### src/rtl/hazard_ctrl_if.sv
// Hazard controller bundle: pipeline status in, stage hold/flush/forward controls out.
// The master side is the hazard controller; the slave side is the pipeline datapath.
interface hazard_ctrl_if #(
   parameter int CNT_W = 32
);
   logic [4:0]       id_rs1, id_rs2;
   logic             id_use_rs1, id_use_rs2;
   logic [4:0]       ex_rs1, ex_rs2, ex_rd;
   logic             ex_regwe, ex_load, ex_redirect;
   logic [4:0]       mem_rd, wb_rd;
   logic             mem_regwe, wb_regwe;
   logic             mem_req, mem_ack;

   logic             pc_hold, ifid_hold, idex_hold, exmem_hold;
   logic             ifid_flush, idex_flush, memwb_bubble;
   logic [1:0]       fwd_a, fwd_b;
   logic             timeout_err;
   logic [CNT_W-1:0] stall_cycles, flush_count;
   logic [1:0]       state_o;

   modport master (
      input  id_rs1, id_rs2, id_use_rs1, id_use_rs2,
      input  ex_rs1, ex_rs2, ex_rd, ex_regwe, ex_load, ex_redirect,
      input  mem_rd, wb_rd, mem_regwe, wb_regwe, mem_req, mem_ack,
      output pc_hold, ifid_hold, idex_hold, exmem_hold,
      output ifid_flush, idex_flush, memwb_bubble,
      output fwd_a, fwd_b, timeout_err, stall_cycles, flush_count, state_o
   );

   modport slave (
      output id_rs1, id_rs2, id_use_rs1, id_use_rs2,
      output ex_rs1, ex_rs2, ex_rd, ex_regwe, ex_load, ex_redirect,
      output mem_rd, wb_rd, mem_regwe, wb_regwe, mem_req, mem_ack,
      input  pc_hold, ifid_hold, idex_hold, exmem_hold,
      input  ifid_flush, idex_flush, memwb_bubble,
      input  fwd_a, fwd_b, timeout_err, stall_cycles, flush_count, state_o
   );
endinterface

### src/rtl/hazard_ctrl.sv
// Five-stage pipeline sequencer: load-use, redirect and DRAM-wait stalls, EX forwarding,
// post-reset drain, DRAM timeout detection and saturating stall/flush counters.
module hazard_ctrl #(
   parameter int INIT_CYCLES = 4,
   parameter int MEM_TIMEOUT = 255,
   parameter int CNT_W       = 32
) (
   input logic           clk,
   input logic           rst_n,
   hazard_ctrl_if.master io_hz
);
   localparam logic [1:0] S_INIT     = 2'b00;
   localparam logic [1:0] S_RUN      = 2'b01;
   localparam logic [1:0] S_MEM_WAIT = 2'b10;
   localparam logic [1:0] S_ERROR    = 2'b11;

   localparam int IW = (INIT_CYCLES > 1) ? $clog2(INIT_CYCLES) : 1;
   localparam int WW = (MEM_TIMEOUT > 1) ? $clog2(MEM_TIMEOUT) : 1;
   localparam logic [IW-1:0] INIT_LAST = IW'(INIT_CYCLES - 1);
   localparam logic [WW-1:0] WAIT_LAST = WW'(MEM_TIMEOUT - 1);

   logic [1:0]       r_state;
   logic [IW-1:0]    r_init_cnt;
   logic [WW-1:0]    r_wait_cnt;
   logic             r_timeout_err;
   logic [CNT_W-1:0] r_stall_cycles, r_flush_count;

   logic w_mem_stall, w_load_use, w_active, w_stall_inc, w_flush_inc;
   logic w_pc_hold, w_ifid_hold, w_idex_hold, w_exmem_hold;
   logic w_ifid_flush, w_idex_flush, w_memwb_bubble;
   logic [1:0] w_fwd_a, w_fwd_b;

   assign w_mem_stall = io_hz.mem_req & ~io_hz.mem_ack;
   assign w_load_use  = io_hz.ex_load & io_hz.ex_regwe & (io_hz.ex_rd != 5'd0) &
                        ((io_hz.id_use_rs1 & (io_hz.ex_rd == io_hz.id_rs1)) |
                         (io_hz.id_use_rs2 & (io_hz.ex_rd == io_hz.id_rs2)));
   assign w_active    = (r_state == S_RUN) || (r_state == S_MEM_WAIT);
   assign w_stall_inc = w_active & (w_mem_stall | (w_load_use & ~io_hz.ex_redirect));
   assign w_flush_inc = w_active & ~w_mem_stall & io_hz.ex_redirect;

   function automatic logic [1:0] fwd_sel(input logic [4:0] rs);
      if (io_hz.mem_regwe && io_hz.mem_rd != 5'd0 && io_hz.mem_rd == rs)
         return 2'b01;
      else if (io_hz.wb_regwe && io_hz.wb_rd != 5'd0 && io_hz.wb_rd == rs)
         return 2'b10;
      else
         return 2'b00;
   endfunction

   // NOTE: every output gets a default before the case so no path can infer a latch.
   always_comb begin
      w_pc_hold      = 1'b0;
      w_ifid_hold    = 1'b0;
      w_idex_hold    = 1'b0;
      w_exmem_hold   = 1'b0;
      w_ifid_flush   = 1'b0;
      w_idex_flush   = 1'b0;
      w_memwb_bubble = 1'b0;
      w_fwd_a        = 2'b00;
      w_fwd_b        = 2'b00;
      case (r_state)
         S_INIT: begin
            w_pc_hold    = 1'b1;
            w_ifid_flush = 1'b1;
            w_idex_flush = 1'b1;
         end
         S_ERROR: begin
            w_pc_hold      = 1'b1;
            w_ifid_hold    = 1'b1;
            w_idex_hold    = 1'b1;
            w_exmem_hold   = 1'b1;
            w_memwb_bubble = 1'b1;
         end
         default: begin
            // A held EX instruction re-presents its redirect/load-use once DRAM completes.
            if (w_mem_stall) begin
               w_pc_hold      = 1'b1;
               w_ifid_hold    = 1'b1;
               w_idex_hold    = 1'b1;
               w_exmem_hold   = 1'b1;
               w_memwb_bubble = 1'b1;
            end else if (io_hz.ex_redirect) begin
               w_ifid_flush = 1'b1;
               w_idex_flush = 1'b1;
            end else if (w_load_use) begin
               w_pc_hold    = 1'b1;
               w_ifid_hold  = 1'b1;
               w_idex_flush = 1'b1;
            end
            w_fwd_a = fwd_sel(io_hz.ex_rs1);
            w_fwd_b = fwd_sel(io_hz.ex_rs2);
         end
      endcase
   end

   // NOTE: sequential state uses non-blocking assignments so all registers see pre-edge values.
   always_ff @(posedge clk or negedge rst_n) begin
      if (!rst_n) begin
         r_state       <= S_INIT;
         r_init_cnt    <= '0;
         r_wait_cnt    <= '0;
         r_timeout_err <= 1'b0;
      end else begin
         case (r_state)
            S_INIT: begin
               if (r_init_cnt == INIT_LAST) r_state <= S_RUN;
               else                         r_init_cnt <= r_init_cnt + 1'b1;
            end
            S_RUN: begin
               if (w_mem_stall) begin
                  r_state    <= S_MEM_WAIT;
                  r_wait_cnt <= '0;
               end
            end
            S_MEM_WAIT: begin
               if (!w_mem_stall) begin
                  r_state <= S_RUN;
               end else if (r_wait_cnt == WAIT_LAST) begin
                  r_state       <= S_ERROR;
                  r_timeout_err <= 1'b1;
               end else begin
                  r_wait_cnt <= r_wait_cnt + 1'b1;
               end
            end
            default: r_state <= S_ERROR;
         endcase
      end
   end

   always_ff @(posedge clk or negedge rst_n) begin
      if (!rst_n) begin
         r_stall_cycles <= '0;
         r_flush_count  <= '0;
      end else begin
         if (w_stall_inc && r_stall_cycles != '1) r_stall_cycles <= r_stall_cycles + 1'b1;
         if (w_flush_inc && r_flush_count  != '1) r_flush_count  <= r_flush_count + 1'b1;
      end
   end

   assign io_hz.pc_hold      = w_pc_hold;
   assign io_hz.ifid_hold    = w_ifid_hold;
   assign io_hz.idex_hold    = w_idex_hold;
   assign io_hz.exmem_hold   = w_exmem_hold;
   assign io_hz.ifid_flush   = w_ifid_flush;
   assign io_hz.idex_flush   = w_idex_flush;
   assign io_hz.memwb_bubble = w_memwb_bubble;
   assign io_hz.fwd_a        = w_fwd_a;
   assign io_hz.fwd_b        = w_fwd_b;
   assign io_hz.timeout_err  = r_timeout_err;
   assign io_hz.stall_cycles = r_stall_cycles;
   assign io_hz.flush_count  = r_flush_count;
   assign io_hz.state_o      = r_state;
endmodule

### src/flat_wrapper.sv
// flat-port wrapper written by rule: the top's interface ports become plain ports
module hazard_ctrl_flat 
#(
   parameter int INIT_CYCLES = 4,
   parameter int MEM_TIMEOUT = 255,
   parameter int CNT_W       = 32
)
  (clk, rst_n, io_hz_id_rs1, io_hz_id_rs2, io_hz_id_use_rs1, io_hz_id_use_rs2, io_hz_ex_rs1, io_hz_ex_rs2, io_hz_ex_rd, io_hz_ex_regwe, io_hz_ex_load, io_hz_ex_redirect, io_hz_mem_rd, io_hz_wb_rd, io_hz_mem_regwe, io_hz_wb_regwe, io_hz_mem_req, io_hz_mem_ack, io_hz_pc_hold, io_hz_ifid_hold, io_hz_idex_hold, io_hz_exmem_hold, io_hz_ifid_flush, io_hz_idex_flush, io_hz_memwb_bubble, io_hz_fwd_a, io_hz_fwd_b, io_hz_timeout_err, io_hz_stall_cycles, io_hz_flush_count, io_hz_state_o);
  hazard_ctrl_if #(.CNT_W(CNT_W)) io_hz_i ();
  input logic clk;
  input logic rst_n;
  input wire logic [$bits(io_hz_i.id_rs1)-1:0] io_hz_id_rs1;
  input wire logic [$bits(io_hz_i.id_rs2)-1:0] io_hz_id_rs2;
  input wire logic [$bits(io_hz_i.id_use_rs1)-1:0] io_hz_id_use_rs1;
  input wire logic [$bits(io_hz_i.id_use_rs2)-1:0] io_hz_id_use_rs2;
  input wire logic [$bits(io_hz_i.ex_rs1)-1:0] io_hz_ex_rs1;
  input wire logic [$bits(io_hz_i.ex_rs2)-1:0] io_hz_ex_rs2;
  input wire logic [$bits(io_hz_i.ex_rd)-1:0] io_hz_ex_rd;
  input wire logic [$bits(io_hz_i.ex_regwe)-1:0] io_hz_ex_regwe;
  input wire logic [$bits(io_hz_i.ex_load)-1:0] io_hz_ex_load;
  input wire logic [$bits(io_hz_i.ex_redirect)-1:0] io_hz_ex_redirect;
  input wire logic [$bits(io_hz_i.mem_rd)-1:0] io_hz_mem_rd;
  input wire logic [$bits(io_hz_i.wb_rd)-1:0] io_hz_wb_rd;
  input wire logic [$bits(io_hz_i.mem_regwe)-1:0] io_hz_mem_regwe;
  input wire logic [$bits(io_hz_i.wb_regwe)-1:0] io_hz_wb_regwe;
  input wire logic [$bits(io_hz_i.mem_req)-1:0] io_hz_mem_req;
  input wire logic [$bits(io_hz_i.mem_ack)-1:0] io_hz_mem_ack;
  output wire logic [$bits(io_hz_i.pc_hold)-1:0] io_hz_pc_hold;
  output wire logic [$bits(io_hz_i.ifid_hold)-1:0] io_hz_ifid_hold;
  output wire logic [$bits(io_hz_i.idex_hold)-1:0] io_hz_idex_hold;
  output wire logic [$bits(io_hz_i.exmem_hold)-1:0] io_hz_exmem_hold;
  output wire logic [$bits(io_hz_i.ifid_flush)-1:0] io_hz_ifid_flush;
  output wire logic [$bits(io_hz_i.idex_flush)-1:0] io_hz_idex_flush;
  output wire logic [$bits(io_hz_i.memwb_bubble)-1:0] io_hz_memwb_bubble;
  output wire logic [$bits(io_hz_i.fwd_a)-1:0] io_hz_fwd_a;
  output wire logic [$bits(io_hz_i.fwd_b)-1:0] io_hz_fwd_b;
  output wire logic [$bits(io_hz_i.timeout_err)-1:0] io_hz_timeout_err;
  output wire logic [$bits(io_hz_i.stall_cycles)-1:0] io_hz_stall_cycles;
  output wire logic [$bits(io_hz_i.flush_count)-1:0] io_hz_flush_count;
  output wire logic [$bits(io_hz_i.state_o)-1:0] io_hz_state_o;
  assign io_hz_i.id_rs1 = io_hz_id_rs1;
  assign io_hz_i.id_rs2 = io_hz_id_rs2;
  assign io_hz_i.id_use_rs1 = io_hz_id_use_rs1;
  assign io_hz_i.id_use_rs2 = io_hz_id_use_rs2;
  assign io_hz_i.ex_rs1 = io_hz_ex_rs1;
  assign io_hz_i.ex_rs2 = io_hz_ex_rs2;
  assign io_hz_i.ex_rd = io_hz_ex_rd;
  assign io_hz_i.ex_regwe = io_hz_ex_regwe;
  assign io_hz_i.ex_load = io_hz_ex_load;
  assign io_hz_i.ex_redirect = io_hz_ex_redirect;
  assign io_hz_i.mem_rd = io_hz_mem_rd;
  assign io_hz_i.wb_rd = io_hz_wb_rd;
  assign io_hz_i.mem_regwe = io_hz_mem_regwe;
  assign io_hz_i.wb_regwe = io_hz_wb_regwe;
  assign io_hz_i.mem_req = io_hz_mem_req;
  assign io_hz_i.mem_ack = io_hz_mem_ack;
  assign io_hz_pc_hold = io_hz_i.pc_hold;
  assign io_hz_ifid_hold = io_hz_i.ifid_hold;
  assign io_hz_idex_hold = io_hz_i.idex_hold;
  assign io_hz_exmem_hold = io_hz_i.exmem_hold;
  assign io_hz_ifid_flush = io_hz_i.ifid_flush;
  assign io_hz_idex_flush = io_hz_i.idex_flush;
  assign io_hz_memwb_bubble = io_hz_i.memwb_bubble;
  assign io_hz_fwd_a = io_hz_i.fwd_a;
  assign io_hz_fwd_b = io_hz_i.fwd_b;
  assign io_hz_timeout_err = io_hz_i.timeout_err;
  assign io_hz_stall_cycles = io_hz_i.stall_cycles;
  assign io_hz_flush_count = io_hz_i.flush_count;
  assign io_hz_state_o = io_hz_i.state_o;
  hazard_ctrl #(.INIT_CYCLES(INIT_CYCLES), .MEM_TIMEOUT(MEM_TIMEOUT), .CNT_W(CNT_W)) u_core (.clk(clk), .rst_n(rst_n), .io_hz(io_hz_i));
endmodule
### config.mk
export PLATFORM = sky130hd
export DESIGN_NAME = hazard_ctrl_flat
export DESIGN_NICKNAME = d
export VERILOG_FILES = /design/src/rtl/hazard_ctrl_if.sv /design/src/rtl/hazard_ctrl.sv /design/src/flat_wrapper.sv
export SDC_FILE = /design/constraint.sdc
export NUM_CORES = 1
export LEC_CHECK = 0
export CORE_ASPECT_RATIO = 0.7
export CORE_MARGIN = 2
export CORE_UTILIZATION = 60
export CTS_CLUSTER_SIZE = 8
export DETAILED_ROUTE_END_ITERATION = 8
export DONT_BUFFER_PORTS = 1
export GPL_TIMING_DRIVEN = 0
export PLACE_DENSITY = 0.74
export SLEW_MARGIN = 10
export SYNTH_ARGS = -nofsm -noshare
export SYNTH_HDL_FRONTEND = slang
export SYNTH_SLANG_ARGS = --single-unit
export TNS_END_PERCENT = 100
### constraint.sdc
create_clock -name clk -period 6.13 [get_ports clk]
set_input_delay 0.613 -clock clk [delete_from_list [all_inputs] [get_ports clk]]
set_output_delay 0.613 -clock clk [all_outputs]
set_load 0.1 [all_outputs]
==> results.md <==
- Sequential cell fraction of total power: 47.1%
- Final worst slack: 1.92 ns
- H-tree Lvls: 3
- Max Clock Freq: 0.238 GHz
- Crit Path Max Fanout: 10
- Pwr Density: 378 nW/um^2
- Fraction of the mapped netlist area in simple logic gates: 26.9%
- Clock-pin slew on the worst setup and hold paths: 0.08 ns
- Pre-CTS setup slack: 2.31 ns
- Status: complete, no violations
- Final #Nets: 501
- Fin crit share: 68.6%
- Slew @ Worst Pin: 1.09 ns
- Met2 wire len: 4.48 mm
- Overflow after GRT: 0
- Worst Skew: 0.0117 ns
- Max Cap Viol: 0
- Fin Setup TNS: 0 ns
- Post-synthesis net count: 485
- Sw Pwr: 0.886 mW
- Post-Route WL: 9.98 mm
- Total GRT Usage: 26.6%
- Clk_lat worst skew: 0.35 ns
- # diodes: 0
- XOR/XNOR Fraction of Synth Area: 18.8%
- Vias in the first global route: 3181
- Via/cell ratio: 6.16
- Yosys reg bits: 77
- Starting Density: 63.1%
- I/O pins: 124
- Core area: 6850 sq um
- Rows: 25
- Top layer in use: met4
- Worst EP arrival: 3.59 ns
- Syn Area/Cell: 10.1 sq um
- Max clock buf depth: 2
- Main flop type after synthesis: dfrtp_1
- Clk root buf: clkbuf_8
- Unrepaired setup endpoints after global routing: no
- Largest family of logic cells by synthesized area: simple AND/OR/NAND/NOR gates
- First-pass GRT wire length: 16.4 mm
- Vias: 3357
- Pin count of the biggest net entering global routing: 78
- Clock sink count: 77
- Endpoints failing hold: 0
- Initial antenna violation count: 0
- Minimum clock period: 4.21 ns
- Synth Area in Adders: 2.60%
- Residual DRC: 0
- WL/cell: 18.3 microns
- Wl on met1: 4.62 mm
- IO buf count: 0
- Post-synthesis mux area share: 0.781%
- Mapped Cells: 430
- CTS tree: done
- Net Sw Frac: 48.9%
- Die Span X: 105 microns
- Post-synth EDFFs: 0
- Met3 Wirelength: 809 microns
- Worst Hold Class: in -> async
- Slew headroom: 27.3%
- Async SR Flop Fraction: 100%
- Required time worst endpoint: 5.52 ns
- Internal power: 0.927 mW
- Share of cells above drive strength 1: 11.1%
- Layout area overhead: 10.9%
- Post-synthesis compound-gate area fraction: 4.57%
- Final core utilization: 70.0%
- Maximum vdd drop: 0.569 mV
- DR iter-0 viols: 200
- DPL Wire Length: 7.32 mm
- Yosys cell types: 47
- GP Congestion: 0.899
- Combinational share of power: 27.8%
- Clock power share: 25.1%
- Final Max Tran Viols: 0
- # setup viols final: 0
- CP Capture Type: output pin
- Die height: 75.0 microns
- Setup CP Type: reg -> out
- Sequential share of the synthesized area: 44.6%
- Post-Layout Cell Count: 545
- Post-route ant nets: 0
- Die area: 7910 sq um
- Placed insts: 528
- Critical Path Source Type: register
- Synth warnings: 0
- Lkg Pwr: 2.23 nW
- Post-Syn Area: 4320 sq um
- WHS: 0.160 ns
- DRT Pass-1 Iters: 4
- Clock buffer count from CTS: 9
-- cells in the mapped netlist, types with 10 or more instances --
cell     number  area (sq um)
dfrtp_1      77          1930
xor2_1       61           534
nand3_1      32           160
xnor2_1      32           280
nand2_1      30           113
nor3_1       23           115
nor2_1       19          71.3
nand4_1      18           113
and3_1       15          93.8
o21ai_0      12          60.1
nor4_1       10          62.6
-- sequential cells by signal, indices dropped and copies added, names as in the netlist --
signal                     cells
u_core.io_hz.flush_count      32
u_core.io_hz.stall_cycles     32
u_core.r_init_cnt              2
u_core.r_wait_cnt              8
u_core.io_hz.timeout_err       1
u_core.io_hz.state_o           2
-- through the flow --
| step | cell area, sq um | total power, mW |
|---|---|---|
| 5_1_grt | 4800 | 1.88 |
| 3_5_place_dp | 4530 | 1.35 |
| 6_report | 4800 | 1.81 |
| 4_1_cts | 4800 | 1.82 |
| 3_3_place_gp | 4440 | 1.32 |
| 2_1_floorplan | 4320 | 1.27 |
-- critical path: stages, from the launching register on --
cell and delay [ns]:
dfrtp_1 1.01, inv_1 0.18, ha_1 0.35, clkbuf_1 0.35
nor2b_1 0.23, a32oi_2 0.18, buf_2 0.24, nand2_1 0.70
-- repair_timing --
action                                  4_1_cts  5_1_grt
setup buffers                                 0        0
hold buffers                                  1        0
hold endpoints to repair                     77        0
resized for setup                             0        0
endpoints found under the setup margin        0        0
-- power by group through the flow --
stage,clock network [mW],registers [mW],logic [mW]
2_1_floorplan,0,0.846,0.419
4_1_cts,0.463,0.854,0.504
3_5_place_dp,0,0.864,0.489
6_report,0.456,0.854,0.504
5_1_grt,0.483,0.861,0.535
3_3_place_gp,0,0.861,0.457
-- path summary, 6_finish.rpt --
| kind | from | slack, ns | depth (start not counted) | endpoint |
|---|---|---|---|---|
| hold / removal | rst_n | 0.16 | 1 | u_core.r_wait_cnt[1] |
| setup / recovery | u_core.io_hz.state_o[0] | 1.92 | 7 | io_hz_ifid_hold |
| hold reg to reg | u_core.r_init_cnt[0] | 0.49 | 1 | u_core.r_init_cnt[0] |
| min in group clk | u_core.r_init_cnt[0] | 0.49 | 1 | u_core.r_init_cnt[0] |
| setup reg to reg | u_core.io_hz.state_o[0] | 2.68 | 9 | u_core.io_hz.flush_count[16] |
| max in group asynchronous | rst_n | 5.68 | 1 | u_core.io_hz.stall_cycles[10] |
-- logic make-up (layout without fill, tap and decap cells) --
logic type,count (synthesis),in the layout
AND/OR/NAND/NOR,202,202
XOR/XNOR,93,93
flip-flops,77,77
AO/OA/AOI/OAI,30,30
buffers and inverters,16,37
adder cells (fa/ha/maj),9,9
multiplexers,3,3
-- layout by cell type, fill, tap and decap left out, drive strengths merged, types with 6 or more instances in the layout --
cell type	n
or3	10
or4	7
nand2	30
xor2	61
ha	9
dfrtp	77
o21ai	12
xnor2	32
and4	7
nand3	32
nor4	10
buf	12
inv	7
and2	6
clkbuf	15
and3	16
nand4	19
nor2	19
nor3	27
-- area by class of cell --
| type | instances | area [sq um] |
|---|---|---|
| plain buffers | 10 | 51.3 |
| well taps | 94 | 118 |
| inverters | 6 | 22.5 |
| fillers | 514 | 2050 |
| repair buffers | 5 | 88.8 |
| flip-flops and latches | 77 | 1930 |
| clock buffers | 12 | 165 |
| multi-input cells | 337 | 2350 |
| clock inverters | 4 | 77.6 |
-- layer usage --
metal	up-vias	global-route usage, %
li1	1566	-
met1	1659	38.2
met2	125	39.2
met3	7	8.66
met4	0	6.96
met5	-	0
No activity file was read; power rests on OpenSTA's default activity.
